===== src/rtl/vme_reg_responder_if.sv =====
// VME register-access bus between a bus master and the register responder.
// Strobes, address and write data flow master->slave; completions flow back.
interface vme_reg_responder_if;
  logic [12:2] VMEAddr;
  logic [31:0] VMEWrData;
  logic        VMERdMem;
  logic        VMEWrMem;
  logic [31:0] VMERdData;
  logic        VMERdDone;
  logic        VMEWrDone;
  logic        VMERdError;
  logic        VMEWrError;

  modport master (
    output VMEAddr, VMEWrData, VMERdMem, VMEWrMem,
    input  VMERdData, VMERdDone, VMEWrDone, VMERdError, VMEWrError
  );

  modport slave (
    input  VMEAddr, VMEWrData, VMERdMem, VMEWrMem,
    output VMERdData, VMERdDone, VMEWrDone, VMERdError, VMEWrError
  );
endinterface


===== src/rtl/vme_reg_responder.sv =====
// VME register responder: ID/CTRL/SCRATCH/COUNTER registers plus a mailbox FIFO.
// Writes complete one cycle after the strobe; reads complete RD_WAIT cycles later.
module vme_reg_responder #(
  parameter logic [31:0] ID_VALUE = 32'hCAFE0001,
  parameter int          RD_WAIT  = 2,
  parameter int          FIFO_AW  = 4
) (
  input  logic               Clk,
  input  logic               rst_n,
  vme_reg_responder_if.slave vme,
  output logic               irq_o
);
  localparam int               DEPTH      = 1 << FIFO_AW;
  localparam logic [FIFO_AW:0] FULL_COUNT = (FIFO_AW+1)'(DEPTH);
  localparam logic [2:0]       WAIT_LOAD  = 3'(RD_WAIT);

  typedef enum logic [1:0] {IDLE, WAIT, DONE} rdState_t;
  rdState_t   rdStateReg, rdStateNext;
  logic [2:0] waitCntReg, waitCntNext;

  logic [31:0]        ctrlReg, scratchReg, counterReg;
  logic [31:0]        rdHoldReg, popDataReg;
  logic               rdErrHoldReg, popSelReg;
  logic               wrDoneReg, wrErrorReg, irqReg;
  logic [FIFO_AW-1:0] wrPtrReg, rdPtrReg;
  logic [FIFO_AW:0]   countReg;
  logic [31:0]        fifoMem [DEPTH];

  logic        rdAccept, rdErr, popReq, popValid;
  logic [31:0] rdValue, fifoStat;
  logic        wrErr, ctrlWe, scratchWe, pushReq, pushValid, clrCounter, flushFifo;
  logic        fifoEmpty, fifoFull, mapped;
  logic [2:0]  regSel;

  assign regSel    = vme.VMEAddr[4:2];
  assign mapped    = (vme.VMEAddr[12:5] == '0);
  assign fifoEmpty = (countReg == '0);
  assign fifoFull  = (countReg == FULL_COUNT);

  always_comb begin
    fifoStat             = '0;
    fifoStat[FIFO_AW:0]  = countReg;
    fifoStat[16]         = fifoEmpty;
    fifoStat[17]         = fifoFull;
  end

  // Read decode; error reads always return zero data
  always_comb begin
    rdValue = '0;
    rdErr   = 1'b0;
    popReq  = 1'b0;
    if (!mapped) begin
      rdErr = 1'b1;
    end else begin
      case (regSel)
        3'd0:    rdValue = ID_VALUE;
        3'd1:    rdValue = ctrlReg;
        3'd2:    rdValue = scratchReg;
        3'd3:    rdValue = counterReg;
        3'd5: begin
          popReq = 1'b1;
          rdErr  = fifoEmpty;
        end
        3'd6:    rdValue = fifoStat;
        default: rdErr = 1'b1;
      endcase
    end
  end

  assign rdAccept = vme.VMERdMem && (rdStateReg == IDLE);
  assign popValid = rdAccept && popReq && !fifoEmpty;

  always_comb begin
    wrErr      = 1'b0;
    ctrlWe     = 1'b0;
    scratchWe  = 1'b0;
    pushReq    = 1'b0;
    clrCounter = 1'b0;
    flushFifo  = 1'b0;
    if (!mapped) begin
      wrErr = 1'b1;
    end else begin
      case (regSel)
        3'd1:    ctrlWe    = 1'b1;
        3'd2:    scratchWe = 1'b1;
        3'd4:    pushReq   = 1'b1;
        3'd7: begin
          clrCounter = vme.VMEWrData[0];
          flushFifo  = vme.VMEWrData[1];
        end
        default: wrErr = 1'b1;
      endcase
    end
    // A concurrent pop frees the slot, so a push into a full FIFO is then legal
    if (pushReq && fifoFull && !popValid) wrErr = 1'b1;
  end

  assign pushValid = vme.VMEWrMem && pushReq && !wrErr;

  always_ff @(posedge Clk) begin
    if (!rst_n) begin
      ctrlReg      <= '0;
      scratchReg   <= '0;
      counterReg   <= '0;
      wrDoneReg    <= 1'b0;
      wrErrorReg   <= 1'b0;
      wrPtrReg     <= '0;
      rdPtrReg     <= '0;
      countReg     <= '0;
      rdHoldReg    <= '0;
      rdErrHoldReg <= 1'b0;
      popSelReg    <= 1'b0;
      irqReg       <= 1'b0;
    end else begin
      if (vme.VMEWrMem && ctrlWe)    ctrlReg    <= vme.VMEWrData;
      if (vme.VMEWrMem && scratchWe) scratchReg <= vme.VMEWrData;
      if (vme.VMEWrMem && clrCounter) counterReg <= '0;
      else if (ctrlReg[0])            counterReg <= counterReg + 32'd1;
      wrDoneReg  <= vme.VMEWrMem;
      wrErrorReg <= vme.VMEWrMem && wrErr;
      if (vme.VMEWrMem && flushFifo) begin
        wrPtrReg <= '0;
        rdPtrReg <= '0;
        countReg <= '0;
      end else begin
        if (pushValid) wrPtrReg <= wrPtrReg + FIFO_AW'(1);
        if (popValid)  rdPtrReg <= rdPtrReg + FIFO_AW'(1);
        countReg <= countReg + (FIFO_AW+1)'(pushValid) - (FIFO_AW+1)'(popValid);
      end
      if (rdAccept) begin
        rdHoldReg    <= rdValue;
        rdErrHoldReg <= rdErr;
        popSelReg    <= popValid;
      end
      irqReg <= ctrlReg[1] && (32'(countReg) >= 32'(ctrlReg[15:8]));
    end
  end

  // Mailbox storage: no reset so it maps onto block RAM with a registered read
  always_ff @(posedge Clk) begin
    if (pushValid) fifoMem[wrPtrReg] <= vme.VMEWrData;
    if (popValid)  popDataReg        <= fifoMem[rdPtrReg];
  end

  always_ff @(posedge Clk) begin
    if (!rst_n) begin
      rdStateReg <= IDLE;
      waitCntReg <= '0;
    end else begin
      rdStateReg <= rdStateNext;
      waitCntReg <= waitCntNext;
    end
  end

  always_comb begin
    rdStateNext    = rdStateReg;
    waitCntNext    = waitCntReg;
    vme.VMERdDone  = 1'b0;
    vme.VMERdError = 1'b0;
    vme.VMERdData  = '0;
    case (rdStateReg)
      IDLE: begin
        if (rdAccept) begin
          waitCntNext = WAIT_LOAD;
          rdStateNext = (RD_WAIT == 0) ? DONE : WAIT;
        end
      end
      WAIT: begin
        waitCntNext = waitCntReg - 3'd1;
        if (waitCntReg <= 3'd1) rdStateNext = DONE;
      end
      DONE: begin
        rdStateNext    = IDLE;
        vme.VMERdDone  = 1'b1;
        vme.VMERdError = rdErrHoldReg;
        vme.VMERdData  = popSelReg ? popDataReg : rdHoldReg;
      end
      default: rdStateNext = IDLE;
    endcase
  end

  assign vme.VMEWrDone  = wrDoneReg;
  assign vme.VMEWrError = wrErrorReg;
  assign irq_o          = irqReg;
endmodule


===== src/flat_wrapper.sv =====
// flat-port wrapper written by rule: the top's interface ports become plain ports
module vme_reg_responder_flat 
#(
  parameter logic [31:0] ID_VALUE = 32'hCAFE0001,
  parameter int          RD_WAIT  = 2,
  parameter int          FIFO_AW  = 4
)
  (Clk, rst_n, irq_o, vme_VMEAddr, vme_VMEWrData, vme_VMERdMem, vme_VMEWrMem, vme_VMERdData, vme_VMERdDone, vme_VMEWrDone, vme_VMERdError, vme_VMEWrError);
  vme_reg_responder_if vme_i ();
  input  logic Clk;
  input  logic rst_n;
  output logic irq_o;
  input wire logic [$bits(vme_i.VMEAddr)-1:0] vme_VMEAddr;
  input wire logic [$bits(vme_i.VMEWrData)-1:0] vme_VMEWrData;
  input wire logic [$bits(vme_i.VMERdMem)-1:0] vme_VMERdMem;
  input wire logic [$bits(vme_i.VMEWrMem)-1:0] vme_VMEWrMem;
  output wire logic [$bits(vme_i.VMERdData)-1:0] vme_VMERdData;
  output wire logic [$bits(vme_i.VMERdDone)-1:0] vme_VMERdDone;
  output wire logic [$bits(vme_i.VMEWrDone)-1:0] vme_VMEWrDone;
  output wire logic [$bits(vme_i.VMERdError)-1:0] vme_VMERdError;
  output wire logic [$bits(vme_i.VMEWrError)-1:0] vme_VMEWrError;
  assign vme_i.VMEAddr = vme_VMEAddr;
  assign vme_i.VMEWrData = vme_VMEWrData;
  assign vme_i.VMERdMem = vme_VMERdMem;
  assign vme_i.VMEWrMem = vme_VMEWrMem;
  assign vme_VMERdData = vme_i.VMERdData;
  assign vme_VMERdDone = vme_i.VMERdDone;
  assign vme_VMEWrDone = vme_i.VMEWrDone;
  assign vme_VMERdError = vme_i.VMERdError;
  assign vme_VMEWrError = vme_i.VMEWrError;
  vme_reg_responder #(.ID_VALUE(ID_VALUE), .RD_WAIT(RD_WAIT), .FIFO_AW(FIFO_AW)) u_core (.Clk(Clk), .rst_n(rst_n), .vme(vme_i), .irq_o(irq_o));
endmodule

===== config.mk =====
export PLATFORM = sky130hd
export DESIGN_NAME = vme_reg_responder_flat
export DESIGN_NICKNAME = d
export VERILOG_FILES = /design/src/rtl/vme_reg_responder_if.sv /design/src/rtl/vme_reg_responder.sv /design/src/flat_wrapper.sv
export SDC_FILE = /design/constraint.sdc
export NUM_CORES = 1
export LEC_CHECK = 0
export CORE_MARGIN = 2
export CORE_UTILIZATION = 40
export CTS_BUF_LIST = sky130_fd_sc_hd__clkbuf_8
export DETAILED_ROUTE_END_ITERATION = 8
export GPL_TIMING_DRIVEN = 0
export HOLD_SLACK_MARGIN = 0.15
export PLACE_DENSITY_LB_ADDON = 0.08
export RECOVER_POWER = 100
export SETUP_SLACK_MARGIN = 0.05
export SYNTH_ARGS = -nofsm -noshare
export SYNTH_HDL_FRONTEND = slang
export SYNTH_SLANG_ARGS = --single-unit

===== constraint.sdc =====
create_clock -name Clk -period 19.7 [get_ports Clk]
set_input_delay 5.91 -clock Clk [delete_from_list [all_inputs] [get_ports Clk]]
set_output_delay 5.91 -clock Clk [all_outputs]
set_load 0.02 [all_outputs]

==> qor.txt, run 1 <==
status - complete, but fails checks
failing checks - max-capacitance violations, max-slew violations
CTS Buf Count - 117
Seq/Total Area, Yosys - 0.7002
critical path endpoint category - flop
reg2reg start - u_core.countReg[3]
Core Util, Final - 0.4636
kind of critical path - in -> reg
Yosys warnings - 0
Pre-Repair DR Iteration Count - 5
Routed WL - 74.78 mm
Worst path max stage delay - 1.45 ns
Period Utilization, post-route - 0.5630
Area growth, synth to finish - 14.81%
share of layout cells above drive strength 1 - 0.1540
Final Hold Viols - 0
vias in the first global route - 16158
Sink Count - 695
placed inst area - 0.02997 sq mm
Slew @ Worst Pin - 1.934 ns
Hold Crit Class - reg -> reg
RSZ-0062 raised after global routing - no
Highest Clock Rate - 90.17 MHz
Overall Power - 2.821 mW
register area - 0.01936 sq mm
main flop type after synthesis - edfxtp_1
largest net degree at the start of global routing - 24
Crit path required time - 19.97 ns
critical path cell sequence - clkbuf_1, clkinv_1, clkbuf_1, fa_1, nor3_1, and2_0, clkbuf_1, clkbuf_1, and3_1, clkbuf_1
reg2reg end - u_core.fifoMem[6][20]
Die Ht - 266.9 um
site row count - 96
placed cell count - 2659
clk slew on worst S/H paths - 0.06 ns
synthesized instance count - 1676
DRT antenna net count - 0
Die W - 266.9 um
maximum vdd drop - 0.05031 mV
IO Pins - 84
Synth Register Bits - 695
Syn Std Cell Area - 0.02765 sq mm
Placeable Area - 0.06847 sq mm
Power Dens Cells - 88.87 mW/mm^2
WL/cell - 25.99 um
CP Max Fanout - 19
first-pass GRT wire length - 109.1 mm
P_leak - 10.07 nW
asr flop ratio synth - 0
max-slew violations - 317
Worst Reg-to-Reg Cells - 9
PostCTS Resize Cnt - 0
initial core utilization - 0.4038
vias - 15502
crit path max-delay cell type - clkbuf_1
gpl congestion - 0.8827
Netlist cell types - 51
Avg Inst Size Synth - 16.50 sq um
Post-Syn Nets - 1744
insertion delay to the later sink of the worst-skew pair - 0.72 ns
Detail Placement HPWL - 51.44 mm
hold_buf cts - 0
setup_tns - 0 ns
setup bufs post-CTS - 0
EDFF count, synth - 544
Tot GR Track Use - 0.2149
clock buffer depth - 3
cell mode on critical path - clkbuf_1
nets - 1964
CTS tree - built
Critical Path Start Type - input pin
residual DRC count - 0
die area - 0.07124 sq mm
non-filler cells, final - 2877
relative slew slack - -0.2896
GR Overflow Total - 0
R2R Setup Slk - 14.80 ns
area occupied by multi-input gates - 0.007747 sq mm
DR iter-0 viols - 1394
initial antenna violation count - 4
number of port buffers - 81
Critical Path Sink - u_core.fifoMem[6][20]
critical path startpoint - vme_VMEAddr[1]
setup violators final - 0
# fillers - 6056
drt via density - 5.388
Root Driver - clkbuf_8
H-tree Lvls - 3
Critical Path AT - 11.36 ns
Clock Skew - 0.03564 ns
max_cap viols - 17
final instance area - 0.03174 sq mm
Period minus WS final - 11.09 ns
[stage by stage]
| step | worst slack [ns] | hold WS (ns) |
|---|---|---|
| finish | 8.610 | 0.4515 |
| global route | 8.290 | 0.4645 |
| CTS | 10.18 | 0.4478 |
| detailed placement | 9.411 | 0.4397 |
| global placement | 5.806 | 0.4359 |
| floorplan | 9.479 | 0.4277 |
[cells by family (layout without fill, tap and decap cells)]
kind of cell	count (synthesis)	in the layout	synth area share
AOI/OAI and AO/OA	156	156	0.03177
buffers and inverters	131	442	0.01837
xor gates and xnor gates	40	40	0.01267
adders and majority gates	21	21	0.01005
and+or+nand+nor	402	402	0.07091
other	0	8	0
DFF	695	695	0.7002
muxes	231	231	0.1561
[area by class of cell]
| class | count | share of cell area |
|---|---|---|
| flip-flops and latches | 695 | 0.6099 |
| repair buffers | 101 | 0.02791 |
| well taps | 882 | 0.03477 |
| diodes | 8 | 0.0006307 |
| plain buffers | 107 | 0.01277 |
| multi-input cells | 850 | 0.2441 |
| clock buffers | 126 | 0.05463 |
| clock inverters | 84 | 0.01253 |
| inverters | 24 | 0.002838 |
[placed cells by master, fill, tap and decap left out, types with 32 or more instances in the layout]
| master | count |
|---|---|
| edfxtp_1 | 544 |
| mux4_2 | 160 |
| dfxtp_1 | 151 |
| clkbuf_8 | 126 |
| clkbuf_1 | 115 |
| nand2_1 | 106 |
| nor2_1 | 103 |
| o21ai_0 | 84 |
| nand3_1 | 77 |
| inv_1 | 75 |
| dlygate4sd3_1 | 72 |
| mux2i_1 | 70 |
| xor2_1 | 32 |
[metal layers]
metal	routed length, um	track usage	vias up	share of wire
met5	0	0	-	0
met4	2061	0.06817	0	0.028
met3	3846	0.04152	141	0.051
met2	36910	0.3606	414	0.49
met1	31970	0.2823	7985	0.43
li1	-	-	6962	-
[registers in the layout, indices dropped and copies added (netlist names), 3 cells and up]
signal	cells
u_core.scratchReg	32
u_core.countReg	5
u_core.rdPtrReg	4
u_core.popDataReg	32
u_core.fifoMem	512
u_core.counterReg	32
u_core.waitCntReg	3
u_core.rdHoldReg	32
u_core.ctrlReg	32
u_core.wrPtrReg	4
[worst min path at each step]
| stage | from | cells after the start | endpoint | slack [ns] |
|---|---|---|---|---|
| 3_5_place_dp | u_core.scratchReg[15] | 2 | u_core.scratchReg[15] | 0.44 |
| 5_1_grt | u_core.scratchReg[20] | 2 | u_core.scratchReg[20] | 0.46 |
| 6_report | u_core.scratchReg[20] | 2 | u_core.scratchReg[20] | 0.45 |
| 4_1_cts | u_core.scratchReg[15] | 2 | u_core.scratchReg[15] | 0.45 |
| 2_1_floorplan | u_core.scratchReg[10] | 2 | u_core.scratchReg[10] | 0.43 |
| 3_3_place_gp | u_core.scratchReg[26] | 2 | u_core.scratchReg[26] | 0.44 |
[where the power goes]
part | switching (mW) | internal, mW | total [mW]
registers | 0.000744 | 1.58 | 1.58
logic | 0.0488 | 0.0149 | 0.0638
clock network | 0.567 | 0.610 | 1.18
total | 0.617 | 2.20 | 2.82
[critical path, delay by kind of cell]
kind | cells | cell delay, ns
adders and majority gates | 1 | 0.62
buffers and inverters | 6 | 3.17
and+or+nand+nor | 3 | 1.60
[synth_stat cells, types with 2 or more instances]
| cell type | n | area, sq um |
|---|---|---|
| o21ai_1 | 33 | 165.2 |
| o22ai_1 | 8 | 50.05 |
| dfxtp_1 | 151 | 3023 |
| buf_1 | 16 | 60.06 |
| a22oi_1 | 14 | 105.1 |
| fa_1 | 2 | 40.04 |
| mux4_2 | 160 | 3603 |
| xor2_1 | 32 | 280.3 |
| buf_2 | 13 | 65.06 |
| mux2i_1 | 70 | 700.7 |
| or3_1 | 2 | 12.51 |
| nor3b_1 | 2 | 15.01 |
| and2_1 | 17 | 106.4 |
| ha_1 | 19 | 237.7 |
| clkbuf_1 | 78 | 292.8 |
| nor4b_1 | 2 | 17.52 |
| and3_1 | 24 | 150.1 |
| edfxtp_1 | 544 | 16340 |
| nor4_4 | 2 | 42.54 |
| nand4_1 | 19 | 118.9 |
| nand3_1 | 77 | 385.4 |
| nor3_1 | 7 | 35.03 |
| nand2_1 | 106 | 397.9 |
| a21oi_1 | 29 | 145.1 |
| and4_1 | 5 | 43.79 |
| a21boi_0 | 10 | 75.07 |
| o21ai_0 | 53 | 265.3 |
| nand2b_1 | 5 | 31.28 |
| or4_1 | 2 | 15.01 |
| nor2_1 | 103 | 386.6 |
| nor2b_1 | 22 | 137.6 |
| inv_1 | 23 | 86.33 |
| xnor2_1 | 8 | 70.07 |
No activity file was read; power rests on OpenSTA's default activity.
==> inputs of run 2 (changes only) <==
==> constraint.sdc (replaced) <==
create_clock -name Clk -period 10.3 [get_ports Clk]
set_input_delay 3.09 -clock Clk [delete_from_list [all_inputs] [get_ports Clk]]
set_output_delay 3.09 -clock Clk [all_outputs]
set_load 0.02 [all_outputs]
==> results of run 2 <==
Same layout as run 1 (identical final DEF). Status: complete, but fails checks: max-capacitance violations, max-slew violations.
Main changes from that run: setup slack after placement 9.411 ns -> 2.831 ns; setup slack after layout 8.610 ns -> 2.030 ns; register-to-register setup slack 14.80 ns -> 5.40 ns; total power 2.821 mW -> 5.396 mW; worst IR drop on VDD 0.05031 mV -> 0.09623 mV
